==> src/rtl/ldst_mmio_bridge_pkg.sv <==
`default_nettype none
// ============================================================================
//  Module  : ldst_mmio_bridge_pkg
//  Brief   : MMIO offsets, register bit positions and register-file struct
//            shared by the load/store MMIO bridge.
//  Revision: 1.0 - initial release
// ============================================================================
package ldst_mmio_bridge_pkg;

    // Register offsets within the MMIO window (low address byte)
    localparam logic [7:0] OFS_GPIO   = 8'd0;
    localparam logic [7:0] OFS_COUNT  = 8'd1;
    localparam logic [7:0] OFS_CMP    = 8'd2;
    localparam logic [7:0] OFS_CTRL   = 8'd3;
    localparam logic [7:0] OFS_STATUS = 8'd4;
    localparam logic [7:0] OFS_TXDATA = 8'd5;
    localparam logic [7:0] OFS_ACK    = 8'd6;

    // CTRL bits
    localparam int CTRL_TIMER_EN = 0;
    localparam int CTRL_IRQ_EN   = 1;

    // ACK bits (write-one-to-clear)
    localparam int ACK_IRQ = 0;
    localparam int ACK_OVF = 1;

    // STATUS bits; bits [3:0] carry the saturated FIFO count
    localparam int STAT_EMPTY = 4;
    localparam int STAT_FULL  = 5;
    localparam int STAT_IRQ   = 6;
    localparam int STAT_OVF   = 7;

    // CPU-visible read/write registers
    typedef struct packed {
        logic [15:0] gpio;
        logic [15:0] count;
        logic [15:0] cmp;
        logic [15:0] ctrl;
    } mmio_regs_t;

endpackage
`default_nettype wire

==> src/rtl/ldst_mmio_bridge_if.sv <==
`default_nettype none
// ============================================================================
//  Module  : ldst_mmio_bridge_if
//  Brief   : Load/store port, RAM port, GPIO, TX stream and IRQ bundle.
//            Prefixes are relative to the bridge (slave side).
//  Revision: 1.0 - initial release
// ============================================================================
interface ldst_mmio_bridge_if;
    logic [15:0] i_ldst_addr;
    logic [15:0] i_ldst_wrdata;
    logic        i_ldst_rd;
    logic        i_ldst_wr;
    logic [15:0] o_ldst_rddata;
    logic [15:0] o_ram_addr;
    logic [15:0] o_ram_wrdata;
    logic        o_ram_rd;
    logic        o_ram_wr;
    logic [15:0] i_ram_rddata;
    logic [15:0] o_gpio;
    logic [7:0]  o_tx_data;
    logic        o_tx_valid;
    logic        i_tx_ready;
    logic        o_irq;

    // Bridge side
    modport slave (
        input  i_ldst_addr, i_ldst_wrdata, i_ldst_rd, i_ldst_wr, i_ram_rddata, i_tx_ready,
        output o_ldst_rddata, o_ram_addr, o_ram_wrdata, o_ram_rd, o_ram_wr,
               o_gpio, o_tx_data, o_tx_valid, o_irq
    );

    // CPU / RAM / sink side
    modport master (
        output i_ldst_addr, i_ldst_wrdata, i_ldst_rd, i_ldst_wr, i_ram_rddata, i_tx_ready,
        input  o_ldst_rddata, o_ram_addr, o_ram_wrdata, o_ram_rd, o_ram_wr,
               o_gpio, o_tx_data, o_tx_valid, o_irq
    );
endinterface
`default_nettype wire

==> src/rtl/ldst_mmio_bridge_tx_fifo.sv <==
`default_nettype none
// ============================================================================
//  Module  : ldst_mmio_bridge_tx_fifo
//  Brief   : Synchronous TX FIFO with sticky overflow flag. No fall-through:
//            a byte pushed into an empty FIFO appears the following cycle.
//  Revision: 1.0 - initial release
// ============================================================================
module ldst_mmio_bridge_tx_fifo #(
    parameter int DEPTH = 8,
    parameter int WIDTH = 8
) (
    input  wire logic                       clk,
    input  wire logic                       reset,
    input  wire logic                       i_push,
    input  wire logic [WIDTH-1:0]           i_push_data,
    input  wire logic                       i_pop,
    input  wire logic                       i_ovf_clr,
    output logic      [WIDTH-1:0]           o_data,
    output logic                            o_full,
    output logic                            o_empty,
    output logic      [$clog2(DEPTH):0]     o_count,
    output logic                            o_ovf
);
    localparam int AW = $clog2(DEPTH);
    localparam int CW = AW + 1;

    logic [WIDTH-1:0] r_mem [DEPTH];
    logic [AW-1:0]    r_wr_ptr;
    logic [AW-1:0]    r_rd_ptr;
    logic [CW-1:0]    r_count;
    logic             r_ovf;

    logic w_pop;
    logic w_push_ok;
    logic w_drop;

    assign o_empty   = (r_count == '0);
    assign o_full    = (r_count == CW'(DEPTH));
    assign w_pop     = i_pop & ~o_empty;
    // A pop in the same cycle frees the slot, so a push into a full FIFO is still taken
    assign w_push_ok = i_push & (~o_full | w_pop);
    assign w_drop    = i_push & o_full & ~w_pop;

    assign o_count = r_count;
    assign o_ovf   = r_ovf;
    assign o_data  = o_empty ? '0 : r_mem[r_rd_ptr];

    // Storage array; contents are don't-care while the slot is unoccupied
    always_ff @(posedge clk) begin
        if (w_push_ok) begin
            r_mem[r_wr_ptr] <= i_push_data;
        end
    end

    // Pointers, occupancy and sticky overflow (set wins over clear)
    always_ff @(posedge clk or negedge reset) begin
        if (!reset) begin
            r_wr_ptr <= '0;
            r_rd_ptr <= '0;
            r_count  <= '0;
            r_ovf    <= 1'b0;
        end else begin
            if (w_push_ok) r_wr_ptr <= r_wr_ptr + AW'(1);
            if (w_pop)     r_rd_ptr <= r_rd_ptr + AW'(1);
            case ({w_push_ok, w_pop})
                2'b10:   r_count <= r_count + CW'(1);
                2'b01:   r_count <= r_count - CW'(1);
                default: r_count <= r_count;
            endcase
            if (w_drop)         r_ovf <= 1'b1;
            else if (i_ovf_clr) r_ovf <= 1'b0;
        end
    end
endmodule
`default_nettype wire

==> src/rtl/ldst_mmio_bridge.sv <==
`default_nettype none
// ============================================================================
//  Module  : ldst_mmio_bridge
//  Brief   : Routes CPU load/store accesses to RAM or to an MMIO block
//            (GPIO, compare timer with IRQ, TX FIFO). Loads return data one
//            cycle after the strobe for both targets, matching RAM latency.
//  Revision: 1.0 - initial release
// ============================================================================
module ldst_mmio_bridge
    import ldst_mmio_bridge_pkg::*;
#(
    parameter logic [15:0] MMIO_BASE  = 16'hFF00,
    parameter int          FIFO_DEPTH = 8
) (
    input  wire logic             clk,
    input  wire logic             reset,
    ldst_mmio_bridge_if.slave     bus
);
    localparam int CW = $clog2(FIFO_DEPTH) + 1;

    mmio_regs_t  r_regs;
    logic        r_irq_pending;
    logic        r_rd_mmio;
    logic        r_rd_ram;
    logic [15:0] r_rd_q;

    logic        w_is_mmio;
    logic [7:0]  w_ofs;
    logic        w_mmio_wr;
    logic        w_wr_gpio, w_wr_count, w_wr_cmp, w_wr_ctrl, w_wr_txdata, w_wr_ack;
    logic        w_match;
    logic [15:0] w_rd_val;
    logic [3:0]  w_stat_cnt;
    logic        w_fifo_full, w_fifo_empty, w_fifo_ovf;
    logic [CW-1:0] w_fifo_count;

    // Address decode and RAM pass-through
    assign w_is_mmio         = (bus.i_ldst_addr >= MMIO_BASE);
    assign w_ofs             = bus.i_ldst_addr[7:0];
    assign bus.o_ram_addr    = bus.i_ldst_addr;
    assign bus.o_ram_wrdata  = bus.i_ldst_wrdata;
    assign bus.o_ram_rd      = bus.i_ldst_rd & ~w_is_mmio;
    assign bus.o_ram_wr      = bus.i_ldst_wr & ~w_is_mmio;

    assign w_mmio_wr   = bus.i_ldst_wr & w_is_mmio;
    assign w_wr_gpio   = w_mmio_wr & (w_ofs == OFS_GPIO);
    assign w_wr_count  = w_mmio_wr & (w_ofs == OFS_COUNT);
    assign w_wr_cmp    = w_mmio_wr & (w_ofs == OFS_CMP);
    assign w_wr_ctrl   = w_mmio_wr & (w_ofs == OFS_CTRL);
    assign w_wr_txdata = w_mmio_wr & (w_ofs == OFS_TXDATA);
    assign w_wr_ack    = w_mmio_wr & (w_ofs == OFS_ACK);

    // Compare match only counts while the timer runs; CMP = 0 disables it
    assign w_match = r_regs.ctrl[CTRL_TIMER_EN] & (r_regs.cmp != 16'h0000) &
                     (r_regs.count == r_regs.cmp);

    // Register file and timer; a CPU write to COUNT overrides increment and match
    always_ff @(posedge clk or negedge reset) begin
        if (!reset) begin
            r_regs        <= '0;
            r_irq_pending <= 1'b0;
        end else begin
            if (w_wr_gpio) r_regs.gpio <= bus.i_ldst_wrdata;
            if (w_wr_cmp)  r_regs.cmp  <= bus.i_ldst_wrdata;
            if (w_wr_ctrl) r_regs.ctrl <= bus.i_ldst_wrdata;
            if (w_wr_count)                          r_regs.count <= 16'h0000;
            else if (w_match)                        r_regs.count <= 16'h0000;
            else if (r_regs.ctrl[CTRL_TIMER_EN])     r_regs.count <= r_regs.count + 16'd1;
            if (w_match && !w_wr_count)                          r_irq_pending <= 1'b1;
            else if (w_wr_ack && bus.i_ldst_wrdata[ACK_IRQ])     r_irq_pending <= 1'b0;
        end
    end

    ldst_mmio_bridge_tx_fifo #(
        .DEPTH (FIFO_DEPTH),
        .WIDTH (8)
    ) u_tx_fifo (
        .clk         (clk),
        .reset       (reset),
        .i_push      (w_wr_txdata),
        .i_push_data (bus.i_ldst_wrdata[7:0]),
        .i_pop       (bus.o_tx_valid & bus.i_tx_ready),
        .i_ovf_clr   (w_wr_ack & bus.i_ldst_wrdata[ACK_OVF]),
        .o_data      (bus.o_tx_data),
        .o_full      (w_fifo_full),
        .o_empty     (w_fifo_empty),
        .o_count     (w_fifo_count),
        .o_ovf       (w_fifo_ovf)
    );

    assign bus.o_tx_valid = ~w_fifo_empty;
    assign bus.o_gpio     = r_regs.gpio;
    assign bus.o_irq      = r_irq_pending & r_regs.ctrl[CTRL_IRQ_EN];

    // MMIO read mux from current state, so a same-cycle write is not visible
    always_comb begin
        w_rd_val   = 16'h0000;
        w_stat_cnt = (32'(w_fifo_count) > 32'd15) ? 4'hF : 4'(w_fifo_count);
        case (w_ofs)
            OFS_GPIO:   w_rd_val = r_regs.gpio;
            OFS_COUNT:  w_rd_val = r_regs.count;
            OFS_CMP:    w_rd_val = r_regs.cmp;
            OFS_CTRL:   w_rd_val = r_regs.ctrl;
            OFS_STATUS: w_rd_val = {8'h00, w_fifo_ovf, r_irq_pending, w_fifo_full,
                                    w_fifo_empty, w_stat_cnt};
            default:    w_rd_val = 16'h0000;
        endcase
    end

    // Load-return pipeline: remember the target and capture MMIO data one cycle
    always_ff @(posedge clk or negedge reset) begin
        if (!reset) begin
            r_rd_mmio <= 1'b0;
            r_rd_ram  <= 1'b0;
            r_rd_q    <= 16'h0000;
        end else begin
            r_rd_mmio <= bus.i_ldst_rd & w_is_mmio;
            r_rd_ram  <= bus.i_ldst_rd & ~w_is_mmio;
            if (bus.i_ldst_rd && w_is_mmio) r_rd_q <= w_rd_val;
        end
    end

    assign bus.o_ldst_rddata = r_rd_mmio ? r_rd_q :
                               (r_rd_ram ? bus.i_ram_rddata : 16'h0000);
endmodule
`default_nettype wire

==> src/flat_wrapper.sv <==
// flat-port wrapper written by rule: the top's interface ports become plain ports
module ldst_mmio_bridge_flat import ldst_mmio_bridge_pkg::*;
#(
    parameter logic [15:0] MMIO_BASE  = 16'hFF00,
    parameter int          FIFO_DEPTH = 8
)
  (clk, reset, bus_i_ldst_addr, bus_i_ldst_wrdata, bus_i_ldst_rd, bus_i_ldst_wr, bus_i_ram_rddata, bus_i_tx_ready, bus_o_ldst_rddata, bus_o_ram_addr, bus_o_ram_wrdata, bus_o_ram_rd, bus_o_ram_wr, bus_o_gpio, bus_o_tx_data, bus_o_tx_valid, bus_o_irq);
  ldst_mmio_bridge_if bus_i ();
  input  wire logic clk;
  input  wire logic reset;
  input wire logic [$bits(bus_i.i_ldst_addr)-1:0] bus_i_ldst_addr;
  input wire logic [$bits(bus_i.i_ldst_wrdata)-1:0] bus_i_ldst_wrdata;
  input wire logic [$bits(bus_i.i_ldst_rd)-1:0] bus_i_ldst_rd;
  input wire logic [$bits(bus_i.i_ldst_wr)-1:0] bus_i_ldst_wr;
  input wire logic [$bits(bus_i.i_ram_rddata)-1:0] bus_i_ram_rddata;
  input wire logic [$bits(bus_i.i_tx_ready)-1:0] bus_i_tx_ready;
  output wire logic [$bits(bus_i.o_ldst_rddata)-1:0] bus_o_ldst_rddata;
  output wire logic [$bits(bus_i.o_ram_addr)-1:0] bus_o_ram_addr;
  output wire logic [$bits(bus_i.o_ram_wrdata)-1:0] bus_o_ram_wrdata;
  output wire logic [$bits(bus_i.o_ram_rd)-1:0] bus_o_ram_rd;
  output wire logic [$bits(bus_i.o_ram_wr)-1:0] bus_o_ram_wr;
  output wire logic [$bits(bus_i.o_gpio)-1:0] bus_o_gpio;
  output wire logic [$bits(bus_i.o_tx_data)-1:0] bus_o_tx_data;
  output wire logic [$bits(bus_i.o_tx_valid)-1:0] bus_o_tx_valid;
  output wire logic [$bits(bus_i.o_irq)-1:0] bus_o_irq;
  assign bus_i.i_ldst_addr = bus_i_ldst_addr;
  assign bus_i.i_ldst_wrdata = bus_i_ldst_wrdata;
  assign bus_i.i_ldst_rd = bus_i_ldst_rd;
  assign bus_i.i_ldst_wr = bus_i_ldst_wr;
  assign bus_i.i_ram_rddata = bus_i_ram_rddata;
  assign bus_i.i_tx_ready = bus_i_tx_ready;
  assign bus_o_ldst_rddata = bus_i.o_ldst_rddata;
  assign bus_o_ram_addr = bus_i.o_ram_addr;
  assign bus_o_ram_wrdata = bus_i.o_ram_wrdata;
  assign bus_o_ram_rd = bus_i.o_ram_rd;
  assign bus_o_ram_wr = bus_i.o_ram_wr;
  assign bus_o_gpio = bus_i.o_gpio;
  assign bus_o_tx_data = bus_i.o_tx_data;
  assign bus_o_tx_valid = bus_i.o_tx_valid;
  assign bus_o_irq = bus_i.o_irq;
  ldst_mmio_bridge #(.MMIO_BASE(MMIO_BASE), .FIFO_DEPTH(FIFO_DEPTH)) u_core (.clk(clk), .reset(reset), .bus(bus_i));
endmodule
==> config.mk <==
export PLATFORM = sky130hd
export DESIGN_NAME = ldst_mmio_bridge_flat
export DESIGN_NICKNAME = d
export VERILOG_FILES = /design/src/rtl/ldst_mmio_bridge_pkg.sv /design/src/rtl/ldst_mmio_bridge_if.sv /design/src/rtl/ldst_mmio_bridge_tx_fifo.sv /design/src/rtl/ldst_mmio_bridge.sv /design/src/flat_wrapper.sv
export SDC_FILE = /design/constraint.sdc
export NUM_CORES = 1
export LEC_CHECK = 0
export BUFFER_PORTS_ARGS = -buffer_cell sky130_fd_sc_hd__buf_2
export CELL_PAD_IN_SITES_DETAIL_PLACEMENT = 0
export CELL_PAD_IN_SITES_GLOBAL_PLACEMENT = 1
export CORE_MARGIN = 2
export CORE_UTILIZATION = 46
export CTS_CLUSTER_SIZE = 12
export DETAILED_ROUTE_END_ITERATION = 16
export PLACE_DENSITY = 0.89
export SYNTH_ARGS = -nofsm -noshare
export SYNTH_HDL_FRONTEND = slang
export SYNTH_HIERARCHICAL = 1
export SYNTH_SLANG_ARGS = --single-unit
==> constraint.sdc <==
create_clock -name clk -period 3.2 [get_ports clk]
set_input_delay 0.48 -clock clk [delete_from_list [all_inputs] [get_ports clk]]
set_output_delay 0.48 -clock clk [all_outputs]
set_load 0.02 [all_outputs]
* Word-level counts from Yosys, hierarchy flattened
Memory sizes are Yosys's and may differ from the RTL's.
Index checks and enable logic that the tools add are counted.
** Storage, ports and cells
- Register bits :: 94
- RAM bits :: 64
- Input bits :: 53
- Output and inout bits :: 76
- Memories :: 1
** Cells by class
- Add/sub/neg operators :: 5
- $lt $le $gt $ge :: 1
- Equality and inequality tests :: 10
- Multiplexer cells :: 14
- Bitwise gates (word level) :: 24
- Reductions and logical operators :: 11
** Memories
- u_core.u_tx_fifo.r_mem :: words 8, width 8, read ports 1, clocked after memory_dff 0, wr ports 1, line ldst_mmio_bridge_tx_fifo.sv:27 : logic [WIDTH-1:0] r_mem [DEPTH];
** Operators by type and width (number)
- 16-bit 2-to-1 mux :: 5
- 16-bit case mux with 5 select lines :: 1
- 8-bit by 3-bit == test with 1-bit output (second input constant) :: 3
- 1-bit AND :: 19
- 16-bit by 1-bit adder with 16-bit output (second input constant) :: 1
- 16-bit == test :: 1
- 8-bit by 2-bit == test with 1-bit output (second input constant) :: 2
- 16-bit greater-or-equal comparator (second input constant) :: 1
- 16-bit nonzero test :: 1
- 8-bit by 1-bit == test with 1-bit output (second input constant) :: 1
- 8-bit logical NOT :: 1
- 8-bit 2-to-1 mux :: 1
- 4-bit case mux with 2 select lines :: 1
- 3-bit by 1-bit adder with 3-bit output (second input constant) :: 2
- 1-bit 2-to-1 mux :: 6
- 2-bit nonzero test :: 3
- 4-bit by 1-bit adder with 4-bit output (second input constant) :: 1
- 4-bit == test (second input constant) :: 1
- 4-bit logical NOT :: 1
- 1-bit inverter :: 4
- 4-bit by 1-bit subtractor with 4-bit output (second input constant) :: 1
- 1-bit logical AND :: 3
- 3-bit nonzero test :: 1
- 2-bit by 1-bit == test with 1-bit output (second input constant) :: 1
- 3 further kinds :: 3

* Longest topological paths before layout
- Depth in word-level cells :: 8
- Gate-level depth with buffers :: 13
- Depth with buffers taken out :: 12

* By module
The synthesis kept the hierarchy.
** By module, submodules not included
- ldst_mmio_bridge :: instances 1, cells each 389, area an instance 4649.5 µm², seq. area each 2077.0 µm²
- ldst_mmio_bridge_tx_fifo :: instances 1, cells each 211, area an instance 3221.8 µm², seq. area each 2197.1 µm²

* Worst setup path after synthesis
Ideal clock, no wire load.
- Path kind :: input port to flip-flop
- Start :: input bus_i_ldst_addr[5]
- End :: memory u_core.u_tx_fifo.r_mem[0][0], enable pin
- Library setup time :: 0.395 ns
- Data arrival time :: 2.607 ns
- Data required time :: 2.805 ns
- Setup slack :: 0.198 ns
- Cell stages on the path :: 7
- Cells stage by stage :: or4_4 > nor2_1 > nand3_1 > nor3_1 > buf_2 > o21ai_4 > nor4_1
** Between the ends
- Cells in the longest elaborated chain, start to end :: 6
- Elaborated cells between the ends (all ways) :: 7
- Those cells by class :: order compare (1); eq/ne (1); mux (2); bitwise (3)
** RTL lines
- start: declaration :: line flat_wrapper.sv:11 : input wire logic [$bits(bus_i.i_ldst_addr)-1:0] bus_i_ldst_addr;
- 16-bit greater-or-equal comparator :: line ldst_mmio_bridge.sv:38 : assign w_is_mmio = (bus.i_ldst_addr >= MMIO_BASE);
- 1-bit AND :: line ldst_mmio_bridge.sv:45 : assign w_mmio_wr = bus.i_ldst_wr & w_is_mmio;
- 1-bit AND * :: line ldst_mmio_bridge.sv:50 : assign w_wr_txdata = w_mmio_wr & (w_ofs == OFS_TXDATA);
- named net u_core.w_wr_txdata :: line ldst_mmio_bridge.sv:30 : logic w_wr_gpio, w_wr_count, w_wr_cmp, w_wr_ctrl, w_wr_txdata, w_wr_ack;
- 1-bit AND * :: line ldst_mmio_bridge_tx_fifo.sv:41 : assign w_push_ok = i_push & (~o_full | w_pop);
- 1-bit 2-to-1 mux * :: line ldst_mmio_bridge_tx_fifo.sv:50 : if (w_push_ok) begin
- 1-bit 2-to-1 mux (not written as such) * :: line ldst_mmio_bridge_tx_fifo.sv:51 : r_mem[r_wr_ptr] <= i_push_data;
- end: declaration :: line ldst_mmio_bridge_tx_fifo.sv:27
Mark *: on every way through the listed nets, which the timed path passes. The rest lies on a longest branch.

* Worst setup path after layout
- Start :: input bus_i_ldst_addr[5]
- End :: register u_core.u_tx_fifo.r_count[2], in the netlist u_core/u_tx_fifo/o_count[2]
** Between the ends
- Cells in the longest elaborated chain, start to end :: 6
- Elaborated cells between the ends (all ways) :: 9
- Those cells by class :: order compare (1); eq/ne (3); mux (1); bitwise (3); reduce/logical (1)
** RTL lines
- 16-bit greater-or-equal comparator :: line ldst_mmio_bridge.sv:38
- 1-bit AND :: line ldst_mmio_bridge.sv:45
- 1-bit AND * :: line ldst_mmio_bridge.sv:50
- named net u_core.w_wr_txdata :: line ldst_mmio_bridge.sv:30
- 1-bit AND * :: line ldst_mmio_bridge_tx_fifo.sv:41
- 2-bit by 1-bit == test with 1-bit output / 2-bit == test (equally long branches) :: line ldst_mmio_bridge_tx_fifo.sv:65 : case ({w_push_ok, w_pop})
- 4-bit case mux with 2 select lines / 2-bit nonzero test (equally long branches)
- end signal: assignment :: line ldst_mmio_bridge_tx_fifo.sv:66 : 2'b10: r_count <= r_count + CW'(1);
- end signal: assignment :: line ldst_mmio_bridge_tx_fifo.sv:67 : 2'b01: r_count <= r_count - CW'(1);
- end signal: assignment :: line ldst_mmio_bridge_tx_fifo.sv:68 : default: r_count <= r_count;
- end: declaration :: line ldst_mmio_bridge_tx_fifo.sv:30 : logic [CW-1:0] r_count;
Marks and branches as above.
A chain may end at the register's enable or synchronous reset.

==> flow_summary.yaml <==
setup_path:
  path_cells: "buf_2 > or4_4 > nor2_1 > nand3_1 > nor3_1 > nand2b_1 > nor2_1 > xor2_1 > ha_1 > nor4_1 > a311oi_1 > xnor2_1"
  crit_buf_inv: 1
  critical_path.max_fanout: 4
  critical-path-slowest-cell: "or4_4"
  arrival_ns: 2.94
  slowest_delay_ns: 0.53
  critical_path_required_ns: 3.49
  crit_path_start_kind: "input port"
  cp_common_cell: "nor2_1"
  end_kind: "register"
  critPathKind: "input port to register"
  critPathTopFamily: "simple AND/OR/NAND/NOR gates"
detailed_routing:
  detail-route-antenna-nets: 0
  routed-via-count: 5264
  routed_via_density: 5.722
  drc: 0
  routed_wl_um: 18070
  drt_first_pass_iters: 5
  drtIter0Drc: 599
  wire_per_inst_um: 19.64
placement:
  dpl.hpwl_um: 12570
  pre_cts_slack_ns: 0.2150
  gp_congestion: 0.8691
  dp_cells: 887
  numPortBuffers: 128
timing:
  finalCritPeriodShare_pct: 82.73
  period_needed_ns: 2.647
  slew_headroom_pct: 53.55
  skew_ns: 0.006707
  hold_ws_ns: 0.09548
  fin_ws_ns: 0.5527
  setup_viol: 0
  fin_setup_tns_ns: 0
  slew_viol_final: 0
  finalHoldViolations: 0
  rsz0062_at_grt: "false"
  clock.fmax_ghz: 0.3777
  worst_pin_slew_ns: 0.6968
cts:
  cts_max_level: 4
  clockBufferDepth: 2
  clock_latency_ns: 0.42
  postCtsResizedCells: 0
  cts_hold_buf: 0
  cts_buffers: 17
  clock_sinks: 158
  cts_setup_buffers: 0
  tritoncts: "yes"
  clkTransAtPathRegs_ns: 0.06
  root_buffer: "clkbuf_16"
floorplan:
  core-area_um2: 16640
  start_util_pct: 47.30
  die_h_um: 134.8
  pin_count: 129
  core.rowCount: 47
  die-area_um2: 18170
  die_w_um: 134.8
synth:
  ys_ff_latch: 158
  syn_avg_cell_area_um2: 13.12
  synth_edf_count: 64
  syn_inst: 600
  async_flop_share_pct: 59.49
  ys.flop_type: "dfrtp_1"
  syn_area_um2: 7871
  syn-num-nets: 657
  yosysUniqueCellTypes: 55
  synth_seq_area_share_pct: 54.30
  yosysWarnings: 6
hold_path:
  min_path_type: "input port to async pin"
global_route:
  overflow: 0
  grt_pass1_wl_um: 28730
  antenna_found_initial: 0
  grt_pass1_vias: 5370
  track_usage_pct: 20.62
  grt_max_degree: 53
final_layout:
  drive_above_1_share_pct: 37.34
  layout.nets: 743
  fin_cells: 920
  fin_util_pct: 54.12
  syn2layout_area_growth_pct: 14.43
  fillers: 1310
run_status:
  outcome: "finished, final reports clean"
flow_run:
  max_cap_violations: 0
power_and_ir_drop:
  ir_drop_v: 0.0003787
  p_per_area_nw_per_um2: 610.3
  p_leak_nw: 4.087
cell families after synthesis:
kind of cell               share of synthesized area (%)
AOI/OAI and AO/OA                                  7.280
xor gates and xnor gates                           4.228
adders and majority gates                         0.6359
buffers and inverters                              7.153
DFF                                                54.30
muxes                                              16.52
and+or+nand+nor                                    9.887
cells in the final DEF, fill, tap and decap left out, types with 3 or more instances in the layout:
cell type / synthesis / final
buf_2: 14 / 127
nand2_1: 28 / 28
clkbuf_8: 0 / 3
o22ai_1: 9 / 9
nand4_1: 12 / 12
nor2_1: 33 / 33
edfxtp_1: 64 / 64
inv_1: 6 / 6
mux2_4: 10 / 10
bufinv_16: 0 / 3
mux2_2: 46 / 46
ha_1: 4 / 4
clkbuf_16: 0 / 17
dfrtp_1: 94 / 94
mux2i_1: 17 / 17
nor3_1: 16 / 16
nand3_1: 9 / 9
mux4_2: 16 / 16
xor2_1: 15 / 15
buf_4: 49 / 20
a22o_1: 32 / 32
and3_1: 8 / 8
o21ai_0: 10 / 10
nor4_1: 8 / 8
a22oi_1: 8 / 8
nand2b_1: 5 / 5
nor2b_1: 7 / 7
inv_4: 0 / 3
xnor2_1: 23 / 23
mux2_1: 9 / 9
per-stage QoR:
| stage | total power, W | cell area [µm²] |
|---|---|---|
| 2_1_floorplan | 0.003147 | 7871 |
| 3_3_place_gp | 0.003433 | 8392 |
| 3_5_place_dp | 0.003477 | 8392 |
| 4_1_cts | 0.005532 | 9005 |
| 5_1_grt | 0.005708 | 9005 |
| 6_report | 0.005498 | 9007 |
synthesized netlist by cell type, drive strengths merged (10+ instances only):
cell type	instances	area share, %
nand3	10	0.79
nor2	33	1.6
mux2	65	9.8
buf	71	6.4
xor2	15	1.7
mux2i	17	2.2
dfrtp	94	30
xnor2	23	2.6
nand2	31	1.7
mux4	16	4.6
nor3	17	1.1
a22o	32	3.6
o21ai	12	0.91
nand4	12	0.95
edfxtp	64	24
sequential cells by signal, indices dropped and copies added, names as in the netlist:
name                       count
u_core/bus.o_gpio             16
u_core/u_tx_fifo/r_rd_ptr      3
u_core/r_irq_pending           1
u_core/u_tx_fifo/o_ovf         1
u_core/u_tx_fifo/r_wr_ptr      3
u_core/r_rd_q                 16
u_core/r_regs                 48
u_core/u_tx_fifo/r_mem        64
u_core/r_rd_ram                1
u_core/u_tx_fifo/o_count       4
u_core/r_rd_mmio               1
worst register-to-register path, stage by stage (launching register included):
cell and delay (ns):
dfrtp_1 0.51, nor4_2 0.34, nor2b_1 0.08, buf_4 0.19
nand2b_1 0.16, nor2_1 0.07, xor2_1 0.15, ha_1 0.23
nor4_1 0.36, a311oi_1 0.12, xnor2_1 0.14
power by group:
group	leakage (nW)	switching (W)	internal, W
sequential	1.86	0.0000884	0.00215
clock	0.306	0.000757	0.00130
combinational	1.92	0.000705	0.000494
worst paths after layout:
kind	endpoint	slack, ns	depth (start not counted)	start
min	u_core/r_rd_q[12]	0.1	1	reset
max in group asynchronous	u_core/r_regs[20]	2.34	2	reset
max reg2reg	u_core/u_tx_fifo/o_count[2]	0.73	10	u_core/u_tx_fifo/o_count[0]
min in group clk	u_core/bus.o_gpio[9]	0.32	2	bus_i_ldst_wrdata[9]
max	u_core/u_tx_fifo/o_count[2]	0.55	12	bus_i_ldst_addr[5]
min reg2reg	u_core/r_rd_q[3]	0.49	2	u_core/r_rd_q[3]
area by class of cell:
type                    instances  area, µm²  area share [%]
clock buffers                  23      481.7           5.348
repair buffers                147      785.8           8.723
clock inverters                 9      131.4           1.459
flip-flops and latches        158       4274           47.45
inverters                       6      22.52          0.2500
well taps                     220      275.3           3.056
multi-input cells             356       3034           33.69
diodes                          1      2.502         0.02778
per-layer routing:
layer	global-route usage, %	vias up	wire (µm)
met5	0	-	0
met4	5.906	0	229
met3	4.730	22	1270
met2	34.07	216	8969
met1	27.46	2671	7597
li1	-	2355	-
Power figures use the tool's default switching activity.
